`src/rtl/sram2rw_fifo_ctrl.sv`:
```
// sram2rw_fifo_ctrl
// -----------------
// Synchronous FIFO controller that stores its words in one external
// SRAM2RW-class dual-port macro. Port 1 of the macro only writes and port 2
// only reads. The macro's registered read data arrives one cycle after a read
// is issued. A 2-entry output buffer hides that latency, so the consumer sees
// one word per cycle in steady state.
//
// Ports
//   clock, reset        rising-edge clock (same net as macro CE1/CE2);
//                       asynchronous active-high reset
//   enq_valid/ready/bits  producer valid/ready interface
//   deq_valid/ready/bits  consumer valid/ready interface
//   count               total occupancy: SRAM + in-flight read + output buffer
//   mem_a1/csb1/web1/oeb1/i1   macro port 1 (write-only)
//   mem_a2/csb2/web2/oeb2      macro port 2 (read-only)
//   mem_o2              macro registered read data
module sram2rw_fifo_ctrl #(
  parameter int WIDTH  = 16,
  parameter int DEPTH  = 64,
  parameter int ADDR_W = 6
) (
  input  logic              clock,
  input  logic              reset,
  input  logic              enq_valid,
  output logic              enq_ready,
  input  logic [WIDTH-1:0]  enq_bits,
  output logic              deq_valid,
  input  logic              deq_ready,
  output logic [WIDTH-1:0]  deq_bits,
  output logic [6:0]        count,
  output logic [ADDR_W-1:0] mem_a1,
  output logic              mem_csb1,
  output logic              mem_web1,
  output logic              mem_oeb1,
  output logic [WIDTH-1:0]  mem_i1,
  output logic [ADDR_W-1:0] mem_a2,
  output logic              mem_csb2,
  output logic              mem_web2,
  output logic              mem_oeb2,
  input  logic [WIDTH-1:0]  mem_o2
);

  localparam int SC_W = ADDR_W + 1;

  logic [ADDR_W-1:0] wr_ptr_q, wr_ptr_d;
  logic [ADDR_W-1:0] rd_ptr_q, rd_ptr_d;
  logic [SC_W-1:0]   sram_cnt_q, sram_cnt_d;
  logic              rd_pend_q;
  logic [1:0]        obuf_cnt_q, obuf_cnt_d;
  logic [WIDTH-1:0]  obuf0_q, obuf0_d;
  logic [WIDTH-1:0]  obuf1_q, obuf1_d;
  logic [6:0]        count_q, count_d;

  logic              enq_fire;
  logic              deq_fire;
  logic              rd_issue;
  logic [2:0]        obuf_proj;

  // Handshakes and read-issue decision
  always_comb begin
    enq_ready = !reset && (sram_cnt_q < SC_W'(DEPTH));
    enq_fire  = enq_valid && enq_ready;
    deq_valid = (obuf_cnt_q != 2'd0);
    deq_fire  = deq_valid && deq_ready;
    // Buffer occupancy after this edge if no new read were issued. A read is
    // only issued when its returning word is guaranteed a free slot.
    obuf_proj = {1'b0, obuf_cnt_q} + {2'b00, rd_pend_q} - {2'b00, deq_fire};
    rd_issue  = (sram_cnt_q != '0) && (obuf_proj < 3'd2);
  end

  // Macro pins: each chip-select is asserted only in a cycle that accesses.
  always_comb begin
    mem_a1   = wr_ptr_q;
    mem_csb1 = !enq_fire;
    mem_web1 = !enq_fire;
    mem_oeb1 = 1'b1;
    mem_i1   = enq_bits;
    mem_a2   = rd_ptr_q;
    mem_csb2 = !rd_issue;
    mem_web2 = 1'b1;
    mem_oeb2 = !rd_issue;
    deq_bits = obuf0_q;
    count    = count_q;
  end

  // Next-state logic
  always_comb begin
    wr_ptr_d   = wr_ptr_q + ADDR_W'(enq_fire);
    rd_ptr_d   = rd_ptr_q + ADDR_W'(rd_issue);
    sram_cnt_d = sram_cnt_q + SC_W'(enq_fire) - SC_W'(rd_issue);
    // Words only move between SRAM, in-flight read and buffer, so total
    // occupancy changes by enqueues and dequeues alone.
    count_d    = count_q + 7'(enq_fire) - 7'(deq_fire);
    obuf0_d    = obuf0_q;
    obuf1_d    = obuf1_q;
    obuf_cnt_d = obuf_cnt_q;
    // obuf0 is always the head; a pop shifts obuf1 forward.
    case ({rd_pend_q, deq_fire})
      2'b10: begin
        if (obuf_cnt_q == 2'd0) obuf0_d = mem_o2;
        else                    obuf1_d = mem_o2;
        obuf_cnt_d = obuf_cnt_q + 2'd1;
      end
      2'b01: begin
        obuf0_d    = obuf1_q;
        obuf_cnt_d = obuf_cnt_q - 2'd1;
      end
      2'b11: begin
        if (obuf_cnt_q == 2'd1) begin
          obuf0_d = mem_o2;
        end else begin
          obuf0_d = obuf1_q;
          obuf1_d = mem_o2;
        end
      end
      default: ;
    endcase
  end

  // State registers
  always_ff @(posedge clock or posedge reset) begin
    if (reset) begin
      wr_ptr_q   <= '0;
      rd_ptr_q   <= '0;
      sram_cnt_q <= '0;
      rd_pend_q  <= 1'b0;
      obuf_cnt_q <= 2'd0;
      obuf0_q    <= '0;
      obuf1_q    <= '0;
      count_q    <= '0;
    end else begin
      wr_ptr_q   <= wr_ptr_d;
      rd_ptr_q   <= rd_ptr_d;
      sram_cnt_q <= sram_cnt_d;
      rd_pend_q  <= rd_issue;
      obuf_cnt_q <= obuf_cnt_d;
      obuf0_q    <= obuf0_d;
      obuf1_q    <= obuf1_d;
      count_q    <= count_d;
    end
  end

endmodule
```
`config.mk`:
```
export PLATFORM = sky130hd
export DESIGN_NAME = sram2rw_fifo_ctrl
export DESIGN_NICKNAME = d
export VERILOG_FILES = /design/src/rtl/sram2rw_fifo_ctrl.sv
export SDC_FILE = /design/constraint.sdc
export NUM_CORES = 1
export LEC_CHECK = 0
export BUFFER_PORTS_ARGS = -buffer_cell sky130_fd_sc_hd__buf_2
export CAP_MARGIN = 20
export CORE_MARGIN = 2
export CORE_UTILIZATION = 35
export CTS_BUF_LIST = sky130_fd_sc_hd__clkbuf_8
export DETAILED_ROUTE_END_ITERATION = 10
export MAX_ROUTING_LAYER = met4
export SETUP_SLACK_MARGIN = 0.2
export SLEW_MARGIN = 0
export SYNTH_ARGS = -nofsm -noshare
export SYNTH_HDL_FRONTEND = slang
export SYNTH_SLANG_ARGS = --single-unit
```
`constraint.sdc`:
```
create_clock -name clock -period 9.25 [get_ports clock]
set_input_delay 0.4625 -clock clock [delete_from_list [all_inputs] [get_ports clock]]
set_output_delay 0.4625 -clock clock [all_outputs]
set_load 0.02 [all_outputs]
```
==> results.cfg, run 1 <==
[clocking]
clk_latency_ps = 340
cts_resized = 0
cts_tree = done
clk_pin_slew_ps = 70
cts_hold_buf = 0
cts_buffers = 9
htree_levels = 3
post_cts_buffers = 0
root_buffer = clkbuf_8
clockBufferDepth = 2
cts_sinks = 61

[sta]
setup_viol = 0
rsz0062_at_grt = no
slew_violations = 0
timing_hold_violations_final = 0
period_minus_slack_ps = 3790
fin_setup_tns_ps = 0
worstMarginPinSlew_ps = 872
relSlewSlack_pct = 41.9
fmax_mhz = 264
period_share_pct = 40.9
clock_skew_ps = 16.0

[floorplanning]
start_util_pct = 35.9
io_pins = 95
die_h_um = 104
fp-row-count = 36
core-area_um2 = 9770
dieWidth_um = 104
die_area_um2 = 10800

[critical_path]
end_kind = flip-flop
cp.required_ps = 9460
worstReg2RegEnd = sram_cnt_q[6]$_DFF_PP0_
r2r_start = obuf_cnt_q[0]$_DFFE_PP0P_
critPathMaxFanout = 5
start_kind = flip-flop
critPathSlowestCell = dfrtp_1
worst_path_largest_cell_delay_ps = 410
crit_arrival_ps = 3990
crit_family = adder cells
path_buf_inv = 3
critical_path_class = reg2reg
r2r_setup_slack_ps = 5460
cp_cell_sequence = inv_1 > ha_1 > nand2b_1 > nor2_1 > o21ai_0 > fa_1 > xnor2_1 > o311a_1 > ha_1 > inv_1 > ha_1 > inv_1 > fa_1 > nor2b_1 > o221ai_1 > a21oi_1 > o211ai_1
r2r_cells = 17

[synthesis]
seq_area_frac_synth_pct = 43.5
synth_compound_area_share_pct = 11.8
netlist.top_cell.by_area = dfrtp_1
syn-cell-area_um2 = 3510
yosysWarningCount = 0
yosys.area_share.simple_pct = 8.95
synthXorXnorAreaFrac_pct = 4.74
avgSynthCellArea_um2 = 10.7
synth_flop_cell = dfrtp_1
synth_edf_count = 0
synth_fa_ha_area_share_pct = 9.91
synth_top_family_by_area = compound AO/OA/AOI/OAI gates
synth.distinct_cells = 41
yosys-top-cells-area = dfrtp_1, ha_1, mux2_2
synthMuxAreaShare_pct = 11.3
ys_seq_elements = 61
syn_inst = 328
synth-async-reset-ratio_pct = 100
yosys.area.top_type_share_pct = 43.5

[global_routing]
antenna_found_initial = 0
grt.met1_usage_pct = 16.5
grt_usage_pct = 13.6
grt_start_max_net_pins = 62
grt_pass1_vias = 2431
grt_util_met3_pct = 2.76
overflow = 0
grt_pass1_wl_mm = 11.6
met2_usage_pct = 21.9
grt.busiest_layer = met2

[place]
gp_congestion = 0.748
io_buffers = 60
dp_hpwl_mm = 4.68

[power]
leakage_uw = 0.00190
peakVddDrop_uv = 187
power_uw = 1770
p_per_area_nw_per_um2 = 442

[routing]
vias = 2427
drc_errors = 0
drt_pass1_iterations = 4
via_per_inst = 4.77
drt-wirelength-per-cell_um = 13.5
drtIter0Drc = 79
ant_nets = 0
wl_mm = 6.86

[run]
maxCapViolations = 0

[run_status]
run_status = finished, final reports clean

[cells_and_area]
syn_to_final_growth_pct = 13.8
n_fill_cell = 973
regArea_um2 = 1530
final_common_cell = dfrtp_1
drive_above_1_share_pct = 30.3
antenna_cells = 0
multi_input_area_um2 = 1650
layout.nets = 433
final_cell_mix = dfrtp_1, buf_2, inv_1, nand2_1, ha_1

[min_path]
min_path_type = in2async
[area by class of cell]
type                       instances  area share, %
sequential                        61           38.2
timing repair buffer              62           7.90
multi-input combinational        209           41.4
clock buffer                      11           3.79
tap                              133           4.17
clock inverter                     5           1.88
inverter                          28           2.63
[layer usage]
metal	vias up	part of all wire, %
met3	14	4.3
met4	0	1.9
met1	1167	45
li1	1190	-
met2	56	49
met5	-	0
[worst max-delay path by stage]
| stage | cells past startpoint | start | to | slack [ps] |
|---|---|---|---|---|
| finish | 17 | obuf_cnt_q[0]$_DFFE_PP0P_ | sram_cnt_q[6]$_DFF_PP0_ | 5460 |
| global route | 17 | obuf_cnt_q[1]$_DFFE_PP0P_ | sram_cnt_q[6]$_DFF_PP0_ | 5110 |
| CTS | 17 | obuf_cnt_q[1]$_DFFE_PP0P_ | sram_cnt_q[6]$_DFF_PP0_ | 5410 |
| detailed placement | 17 | obuf_cnt_q[1]$_DFFE_PP0P_ | sram_cnt_q[6]$_DFF_PP0_ | 5430 |
| global placement | 17 | obuf_cnt_q[1]$_DFFE_PP0P_ | sram_cnt_q[6]$_DFF_PP0_ | 5580 |
| floorplan | 17 | obuf_cnt_q[1]$_DFFE_PP0P_ | sram_cnt_q[6]$_DFF_PP0_ | 5780 |
[Yosys cell counts, types with 7 or more instances]
| cell type | instances |
|---|---|
| mux2_2 | 22 |
| buf_2 | 7 |
| inv_1 | 28 |
| a22oi_1 | 16 |
| buf_4 | 20 |
| mux2_4 | 10 |
| dfrtp_1 | 61 |
| xnor2_1 | 14 |
| ha_1 | 23 |
| nand2_1 | 24 |
| o21ai_0 | 7 |
| a31oi_1 | 16 |
| nor2_1 | 22 |
[kinds of logic (layout without fill, tap and decap cells)]
logic type / count (synthesis) / after routing
XOR/XNOR: 19 / 19
flip-flops: 61 / 61
multiplexers: 32 / 32
other: 1 / 2
AND/OR/NAND/NOR: 69 / 69
buffers and inverters: 59 / 106
AO/OA/AOI/OAI: 61 / 61
adder cells (fa/ha/maj): 26 / 26
[power by group]
group | internal, µW | switching (µW) | total (µW) | leakage, µW
clock network | 165 | 107 | 272 | 0.000118
logic | 445 | 535 | 980 | 0.00106
registers | 414 | 100 | 514 | 0.000719
[state kept, by name, indices dropped and copies added, names as in the netlist]
signal and count:
count 7, rd_pend_q 1, obuf_cnt_q 2, mem_a1 6
deq_bits 16, sram_cnt_q 7, obuf1_q 16, mem_a2 6
[worst min-delay path: cells and delay by family]
family	cells	cell delay [ps]
buf+inv	3	750
[through the flow]
| step | setup slack, ps | instances | utilization (%) | hold slack, ps | instance area (µm²) |
|---|---|---|---|---|---|
| after global routing | 5110 | 509 | 40.8 | 365 | 3990 |
| after CTS | 5410 | 509 | 40.8 | 357 | 3990 |
| after global placement | 5580 | 493 | 38.5 | 460 | 3770 |
| after floorplan | 5780 | 329 | - | 470 | 3510 |
| after detailed placement | 5430 | 493 | 38.5 | 458 | 3770 |
| final | 5460 | 509 | 40.8 | 345 | 3990 |
Note: power is estimated with default switching activity, not from simulation.
==> run 2, diff against run 1 <==
clock period = 3.5 ns   (was 9.25 ns; I/O delays follow)
==> results.cfg, run 2 (synthesis results as in run 1) <==
[run_status]
run_status = finished, violations left
violations = negative hold slack

[floorplanning]
start_util_pct = 35.9
core-area_um2 = 9770
die_h_um = 104
fp-row-count = 36
die_area_um2 = 10800
io_pins = 95
dieWidth_um = 104

[power]
power_uw = 4800
intPower_uw = 2780
leakage_uw = 0.00193
p_per_area_nw_per_um2 = 1170
clock_power_share_pct = 13.8
seqPwrFrac_pct = 28.1
swShare_pct = 42.1
peakVddDrop_uv = 584
p_switching_uw = 2020
power_frac_comb_pct = 58.1

[routing]
drc_errors = 0
drtIter0Drc = 84
wl_mm = 6.82
drt-wirelength-per-cell_um = 13.2
via_per_inst = 4.71
ant_nets = 0
drt_pass1_iterations = 4
vias = 2436

[global_routing]
antenna_found_initial = 0
overflow = 0
grt_pass1_wl_mm = 11.5
grt_start_max_net_pins = 36
grt_usage_pct = 13.4
grt_pass1_vias = 2463

[cells_and_area]
drive_above_1_share_pct = 35.7
final_common_cell = dfrtp_1
final_cell_mix = dfrtp_1, buf_2, nand2_1, inv_1, mux2_2
antenna_cells = 0
syn_to_final_growth_pct = 16.5
n_fill_cell = 991
final_area_um2 = 4090
layout.nets = 441

[sta]
rsz0062_at_grt = no
setup_viol = 0
fmax_mhz = 314
whs_ps = -25.9
timing_hold_violations_final = 33
fin_setup_tns_ps = 0
slew_violations = 0
relSlewSlack_pct = 44.9
period_minus_slack_ps = 3180
clock_skew_ps = 8.98
period_share_pct = 90.9
worstMarginPinSlew_ps = 826

[place]
dp_hpwl_mm = 4.75
gp_congestion = 0.774
placed_cell_area_um2 = 3800
io_buffers = 60

[clocking]
root_buffer = clkbuf_8
htree_levels = 3
cts_hold_buf = 0
clk_latency_ps = 330
cts_sinks = 61
clockBufferDepth = 2
cts_tree = done
cts_buffers = 9
clk_pin_slew_ps = 70

[critical_path]
critPathMaxFanout = 5
worstReg2RegEnd = sram_cnt_q[6]$_DFF_PP0_
r2r_setup_slack_ps = 320
r2r_start = obuf_cnt_q[0]$_DFFE_PP0P_
start_kind = flip-flop
r2r_cells = 17
cp.required_ps = 3710
crit_arrival_ps = 3390
end_kind = flip-flop
critical_path_class = reg2reg

[run]
maxCapViolations = 0

[min_path]
min_path_type = in2async
run 2: what timing repair did:
action | 4_1_cts | 5_1_grt
pin swaps | 0 | 4
endpoints found under the hold margin | 0 | 0
endpoints found under the setup margin | 2 | 3
resized for setup | 3 | 7
buffers inserted | 1 | 5
run 2: worst max path at each step:
stage / start / endpoint / cells after the start
4_1_cts: obuf_cnt_q[0]$_DFFE_PP0P_ / sram_cnt_q[6]$_DFF_PP0_ / 18
3_3_place_gp: obuf_cnt_q[0]$_DFFE_PP0P_ / sram_cnt_q[6]$_DFF_PP0_ / 17
5_1_grt: obuf_cnt_q[1]$_DFFE_PP0P_ / sram_cnt_q[6]$_DFF_PP0_ / 17
2_1_floorplan: obuf_cnt_q[1]$_DFFE_PP0P_ / sram_cnt_q[6]$_DFF_PP0_ / 17
6_report: obuf_cnt_q[0]$_DFFE_PP0P_ / sram_cnt_q[6]$_DFF_PP0_ / 17
3_5_place_dp: obuf_cnt_q[0]$_DFFE_PP0P_ / sram_cnt_q[6]$_DFF_PP0_ / 18
run 2: area by class of cell:
type	instances	area, µm²	share of cell area (%)
inverter	28	105	2.57
tap	133	166	4.07
sequential	61	1530	37.4
multi-input combinational	209	1700	41.7
clock inverter	4	45.0	1.10
timing repair buffer	70	375	9.19
clock buffer	12	165	4.04
run 2: metal layers:
| metal | vias to the layer above | global-route usage, % | part of all wire (%) |
|---|---|---|---|
| met4 | 0 | 5.31 | 1.4 |
| met2 | 44 | 21.9 | 49 |
| met5 | - | - | 0 |
| met1 | 1172 | 16.0 | 46 |
| li1 | 1209 | - | - |
| met3 | 11 | 3.01 | 3.4 |
run 2: metrics by stage:
stage                     cells  utilization (%)  setup slack (ps)  hold WS [ps]
after floorplan             329                -               207           323
after detailed placement    495             38.9              29.9           350
after global placement      495             38.9               108           350
final                       517             41.8               318         -25.9
after CTS                   512             41.3               212          14.2
after global routing        517             41.8               174          42.4
run 2: worst max-delay path, stage by stage (launching register included):
cell and delay, ps:
dfrtp_1 390, inv_2 90, ha_4 120, nand2b_4 150, inv_2 60, nor2_2 100
o21ai_2 70, fa_2 520, o311a_1 180, ha_1 230, inv_1 60, ha_2 160
inv_1 60, fa_2 360, nor2b_2 150, o221ai_2 120, a21oi_1 150, o211ai_1 90
run 2: power by group through the flow:
stage | sequential [µW] | combinational (µW) | clock (µW)
floorplan | 1570 | 1920 | 0
global placement | 1350 | 2640 | 0
global route | 1410 | 3080 | 714
detailed placement | 1360 | 2690 | 0
finish | 1350 | 2790 | 661
CTS | 1350 | 2750 | 682
